--- src/rtl/imm_encoder_if.sv ---
// Request/response stream bundle for the immediate encoder.
// The producer side (master) issues requests and accepts encoded words; the encoder is the slave.
interface imm_encoder_if;
  logic        in_valid;
  logic        in_ready;
  logic [2:0]  imm_type;
  logic [31:0] imm;
  logic [31:0] base_instr;
  logic        out_valid;
  logic        out_ready;
  logic [31:0] instr;
  logic        err;

  modport master (
    output in_valid, imm_type, imm, base_instr, out_ready,
    input  in_ready, out_valid, instr, err
  );

  modport slave (
    input  in_valid, imm_type, imm, base_instr, out_ready,
    output in_ready, out_valid, instr, err
  );
endinterface

--- src/rtl/imm_encoder.sv ---
// Packs a 32-bit immediate into the I/S/B/U/J bit positions of a base instruction word.
// Two-stage valid/ready pipeline: stage 1 captures the request and range flag, stage 2 the merged word.
module imm_encoder #(
  parameter int CNT_W = 8
) (
  input  logic             clk,
  input  logic             rst_n,
  imm_encoder_if.slave     bus,
  output logic [CNT_W-1:0] err_count
);

  localparam logic [2:0] IMM_I = 3'd0;
  localparam logic [2:0] IMM_S = 3'd1;
  localparam logic [2:0] IMM_B = 3'd2;
  localparam logic [2:0] IMM_U = 3'd3;
  localparam logic [2:0] IMM_J = 3'd4;

  logic        s1_valid;
  logic [2:0]  s1_type;
  logic [31:0] s1_imm;
  logic [31:0] s1_base;
  logic        s1_err;
  logic        s2_valid;
  logic [31:0] s2_instr;
  logic        s2_err;
  logic        load1;
  logic        load2;

  // True when the immediate cannot round-trip through the selected format.
  function automatic logic range_err(input logic [2:0] t, input logic [31:0] v);
    logic e;
    case (t)
      IMM_I, IMM_S: e = !((&v[31:11]) || !(|v[31:11]));
      IMM_B:        e = !((&v[31:12]) || !(|v[31:12])) || v[0];
      IMM_J:        e = !((&v[31:20]) || !(|v[31:20])) || v[0];
      IMM_U:        e = |v[11:0];
      default:      e = 1'b1;
    endcase
    return e;
  endfunction

  function automatic logic [31:0] merge(input logic [2:0] t, input logic [31:0] v,
                                        input logic [31:0] b);
    logic [31:0] w;
    case (t)
      IMM_I:   w = {v[11:0], b[19:0]};
      IMM_S:   w = {v[11:5], b[24:12], v[4:0], b[6:0]};
      IMM_B:   w = {v[12], v[10:5], b[24:12], v[4:1], v[11], b[6:0]};
      IMM_U:   w = {v[31:12], b[11:0]};
      IMM_J:   w = {v[20], v[10:1], v[11], v[19:12], b[11:0]};
      default: w = b;
    endcase
    return w;
  endfunction

  assign load2 = !s2_valid || bus.out_ready;
  assign load1 = !s1_valid || load2;

  assign bus.in_ready  = load1;
  assign bus.out_valid = s2_valid;
  assign bus.instr     = s2_instr;
  assign bus.err       = s2_err;

  always_ff @(posedge clk or negedge rst_n) begin
    if (!rst_n) begin
      s1_valid <= 1'b0;
      s1_type  <= 3'd0;
      s1_imm   <= 32'd0;
      s1_base  <= 32'd0;
      s1_err   <= 1'b0;
    end else if (load1) begin
      s1_valid <= bus.in_valid;
      if (bus.in_valid) begin
        s1_type  <= bus.imm_type;
        s1_imm   <= bus.imm;
        s1_base  <= bus.base_instr;
        s1_err   <= range_err(bus.imm_type, bus.imm);
      end
    end
  end

  always_ff @(posedge clk or negedge rst_n) begin
    if (!rst_n) begin
      s2_valid <= 1'b0;
      s2_instr <= 32'd0;
      s2_err   <= 1'b0;
    end else if (load2) begin
      s2_valid <= s1_valid;
      if (s1_valid) begin
        s2_instr <= merge(s1_type, s1_imm, s1_base);
        s2_err   <= s1_err;
      end
    end
  end

  // Counts only errored words actually taken downstream; sticks at all-ones.
  always_ff @(posedge clk or negedge rst_n) begin
    if (!rst_n) begin
      err_count <= '0;
    end else if (s2_valid && bus.out_ready && s2_err && (err_count != '1)) begin
      err_count <= err_count + 1'b1;
    end
  end

endmodule

--- src/flat_wrapper.sv ---
// flat-port wrapper written by rule: the top's interface ports become plain ports
module imm_encoder_flat 
#(
  parameter int CNT_W = 8
)
  (clk, rst_n, err_count, bus_in_valid, bus_imm_type, bus_imm, bus_base_instr, bus_out_ready, bus_in_ready, bus_out_valid, bus_instr, bus_err);
  imm_encoder_if bus_i ();
  input  logic clk;
  input  logic rst_n;
  output logic [CNT_W-1:0] err_count;
  input wire logic [$bits(bus_i.in_valid)-1:0] bus_in_valid;
  input wire logic [$bits(bus_i.imm_type)-1:0] bus_imm_type;
  input wire logic [$bits(bus_i.imm)-1:0] bus_imm;
  input wire logic [$bits(bus_i.base_instr)-1:0] bus_base_instr;
  input wire logic [$bits(bus_i.out_ready)-1:0] bus_out_ready;
  output wire logic [$bits(bus_i.in_ready)-1:0] bus_in_ready;
  output wire logic [$bits(bus_i.out_valid)-1:0] bus_out_valid;
  output wire logic [$bits(bus_i.instr)-1:0] bus_instr;
  output wire logic [$bits(bus_i.err)-1:0] bus_err;
  assign bus_i.in_valid = bus_in_valid;
  assign bus_i.imm_type = bus_imm_type;
  assign bus_i.imm = bus_imm;
  assign bus_i.base_instr = bus_base_instr;
  assign bus_i.out_ready = bus_out_ready;
  assign bus_in_ready = bus_i.in_ready;
  assign bus_out_valid = bus_i.out_valid;
  assign bus_instr = bus_i.instr;
  assign bus_err = bus_i.err;
  imm_encoder #(.CNT_W(CNT_W)) u_core (.clk(clk), .rst_n(rst_n), .bus(bus_i), .err_count(err_count));
endmodule
--- config.mk ---
export PLATFORM = sky130hd
export DESIGN_NAME = imm_encoder_flat
export DESIGN_NICKNAME = d
export VERILOG_FILES = /design/src/rtl/imm_encoder_if.sv /design/src/rtl/imm_encoder.sv /design/src/flat_wrapper.sv
export SDC_FILE = /design/constraint.sdc
export NUM_CORES = 1
export LEC_CHECK = 0
export CAP_MARGIN = 10
export CELL_PAD_IN_SITES_DETAIL_PLACEMENT = 1
export CELL_PAD_IN_SITES_GLOBAL_PLACEMENT = 1
export CORE_ASPECT_RATIO = 0.75
export CORE_MARGIN = 2
export CORE_UTILIZATION = 35
export DETAILED_ROUTE_END_ITERATION = 8
export PLACE_DENSITY = 0.77
export SETUP_SLACK_MARGIN = 0.02
export SLEW_MARGIN = 20
export SYNTH_ARGS = -nofsm -noshare
export SYNTH_HDL_FRONTEND = slang
export SYNTH_SLANG_ARGS = --single-unit
--- constraint.sdc ---
create_clock -name clk -period 1.4 [get_ports clk]
set_input_delay 0.21 -clock clk [delete_from_list [all_inputs] [get_ports clk]]
set_output_delay 0.21 -clock clk [all_outputs]
set_load 0.05 [all_outputs]
==> results.py <==
metrics = {
    "run_status": {
        "outcome": "finished with violations",
        "violations_in_the_final_reports": "DRC, setup timing",
    },
    "timing": {
        "finalWorstSetupSlack_ns": -0.0965,
        "max-slew-margin-rel_pct": 66.3,
        "finalMaxSlewViolations": 0,
        "fin_hold_ws_ns": 0.216,
        "period_needed_ns": 1.50,
        "final_period_utilization_pct": 107,
        "rsz0062_at_grt": "yes",
        "final-hold-violation-count": 0,
        "worst_clock_skew_ns": 0.00827,
        "worst_pin_slew_ns": 0.501,
        "finalSetupViolCount": 14,
        "achievable-frequency_mhz": 668,
    },
    "yosys": {
        "synth_xor_area_share_pct": 1.62,
        "synth.yosys.warnings": 0,
        "synth_mux_area_share_pct": 16.0,
        "ys_top_cells_by_area": "dfrtp_1 57%, mux2_2 9.3%, mux2_1 6.7%",
        "synth.avg_cell_area_um2": 11.8,
        "synth-adder-area-share_pct": 0.258,
        "post-synth-top-area-fraction_pct": 57.2,
        "synth_top_family_by_area": "multiplexers",
        "synthesized_nets": 484,
        "synth-seq-area-share_pct": 57.2,
        "synth_compound_gate_area_share_pct": 7.49,
        "ys_types": 44,
        "post_synth_inst_count": 412,
        "synth-edff-count": 0,
        "netlist.top_cell.by_area": "dfrtp_1",
        "post_synth_and_or_nand_nor_area_fraction_pct": 14.9,
        "synth_cell_area_mm2": 0.00486,
        "asyncSetResetFlopFracSynth_pct": 100,
        "yosys_most_used_dff": "dfrtp_1",
        "ys_seq_elements": 111,
    },
    "cts": {
        "cts_max_level": 3,
        "cts_root_buf": "clkbuf_16",
        "tritoncts_num_sinks": 111,
        "cts-root-to-sink-buffers": 2,
        "path_clk_slew_ns": 0.07,
        "cts_tree": "yes",
        "cts-buffers-inserted": 9,
        "worst_skew_pair.late_latency_ns": 0.35,
    },
    "drt": {
        "wl_met3_um": 779,
        "total_wire_length_um": 14800,
        "top_layer_used": "met4",
        "route.detailed.drc": 8,
        "wire_length_on_met2_um": 7420,
        "postRouteAntennaNets": 0,
        "drt_first_pass_iters": 8,
        "drtIter0Drc": 142,
        "met1Wirelength_um": 6500,
        "detail_route.wl_per_cell_um": 19.4,
        "detail_route.vias_per_cell": 5.13,
        "detailroute.via_count": 3916,
    },
    "floorplanning": {
        "die_h_um": 106,
        "die_width_um": 140,
        "die-area_mm2": 0.0148,
        "floorplan.initialDensity_pct": 35.6,
        "floorplan.io_pins": 114,
        "floorplan.core_area_mm2": 0.0137,
        "placementRows": 37,
    },
    "min_path": {
        "min-delay-start": "bus_imm[16]",
        "hold_class": "input port to flip-flop",
    },
    "setup_path": {
        "worst-path-max-fanout": 3,
        "critical_path_sink_type": "flip-flop",
        "worst_ep_arrival_time_ns": 1.72,
        "setup.worst_path.start": "bus_imm[0]",
        "crit_required_ns": 1.62,
        "worst_r2r_startpoint": "u_core.s1_type[1]",
        "critPathLaunchType": "input port",
        "timing_worst_setup_path_type": "input port to flip-flop",
    },
    "final_layout": {
        "final_core_util_pct": 57.4,
        "syn_to_final_growth_pct": 61.2,
        "fin_nets": 655,
        "antenna_cells_inserted": 0,
        "final_layout_size_suffix_gt1_share_pct": 41.0,
        "most_used_cells_in_the_layout_excluding_fill_and_tap_cells": "99 x dfrtp_1, 62 x clkdlybuf4s50_1, 49 x buf_4, 49 x buf_12",
        "mostFrequentLayoutCell": "dfrtp_1",
    },
    "flow_run": {
        "cap_violations": 0,
    },
    "placement": {
        "dp_hpwl_um": 10700,
        "place.gp.congestion": 0.801,
        "detailedPlace.worstSlack_ns": -0.524,
        "placement.io_buffers": 113,
    },
    "grt": {
        "grt_pass1_wl_um": 23100,
        "via_count_of_the_first_global_routing_pass": 4240,
        "grt_antenna_before_repair": 1,
        "total_congestion_overflow_after_global_routing": 0,
        "grt_max_degree": 51,
        "grtUsageTotal_pct": 19.9,
    },
    "power": {
        "ir_drop_mv": 0.741,
        "pwr_density_cell_mw_per_mm2": 1580,
        "cellLeakagePower_nw": 3.33,
    },
}
-- state kept, by name (all words and copies together), names as in the netlist --
signal                cells
u_core.s1_valid           1
u_core.bus.instr         32
u_core.err_count          8
u_core.bus.err            1
u_core.bus.out_valid      1
u_core.s1_base           32
u_core.s1_imm            32
u_core.s1_err             1
u_core.s1_type            3
-- per-stage QoR --
step,power [mW],instance area [um2],cells,setup TNS [ns]
detailed placement,9.18,7040,731,-24.53
global route,12.9,7830,763,-1.57
finish,12.3,7830,763,-0.316
global placement,9.02,7040,731,-23.65
CTS,12.1,7480,753,-0.0129
floorplan,6.61,4950,412,-13.54
-- cell usage after synthesis (2+ instances only) --
cell and number:
buf_2 12, xor2_1 5, nand2b_1 10, xnor2_1 4, mux2_1 29, mux2_2 40, a31oi_1 13, a21oi_1 9
dfrtp_1 111, a221oi_1 5, o22ai_1 8, buf_4 7, o21ai_0 3, nand2_1 52, nor3b_1 2, and3_1 2
nand3b_1 2, or4_1 2, o31ai_1 6, o21ai_1 7, nand4_1 7, nand3_1 17, o21ai_2 2, nor2_1 32
nor4_1 6
-- critical path, cell delays in order --
cell and delay (ns):
clkdlybuf4s50_1 0.51, nor4_1 0.51, a31oi_1 0.15, o21ai_0 0.23
nand3_1 0.10
-- where the power goes --
part | switching, mW | internal (mW) | leakage (nW)
Sequential | 0.639 | 3.85 | 1.29
Clock | 1.16 | 1.63 | 0.157
Combinational | 2.51 | 2.56 | 1.88
Total | 4.31 | 8.04 | 3.33
-- routing by layer --
metal / vias to the layer above / global-route usage, %
li1: 1817 / -
met1: 1988 / 26.8
met2: 103 / 33.9
met3: 8 / 5.00
met4: 0 / 2.38
met5: - / 0
-- cells by family after synthesis --
logic type               count (synthesis)
AO/OA/AOI/OAI                           56
adder cells (fa/ha/maj)                  1
XOR/XNOR                                 9
flip-flops                             111
buffers and inverters                   22
multiplexers                            69
AND/OR/NAND/NOR                        144
-- path summary, 6_finish.rpt --
check,slack (ns),endpoint,cells past startpoint
min reg2reg,0.47,u_core.bus.instr[4],2
max in group asynchronous,0.59,u_core.err_count[0],3
max,-0.1,u_core.s1_err,5
max reg2reg,-0.05,u_core.bus.instr[16],6
min in group asynchronous,0.26,u_core.bus.instr[18],2
min,0.22,u_core.s1_imm[16],2
-- cell type report --
class	instances	area, um2
clock inverter	4	77.6
clock buffer	12	246
multi-input combinational	279	2290
inverter	1	3.75
timing repair buffer	181	2200
tap	175	219
sequential	111	2790
fill	1361	5820
-- what timing repair did --
action | 4_1_cts | 5_1_grt
endpoints found under the setup margin | 21 | 40
gates cloned | 1 | 2
endpoints found under the hold margin | 38 | 0
buffers inserted | 4 | 8
pin swaps | 22 | 29
resized for setup | 29 | 55
hold buffers | 1 | 0
(Power assumes the default switching activity.)
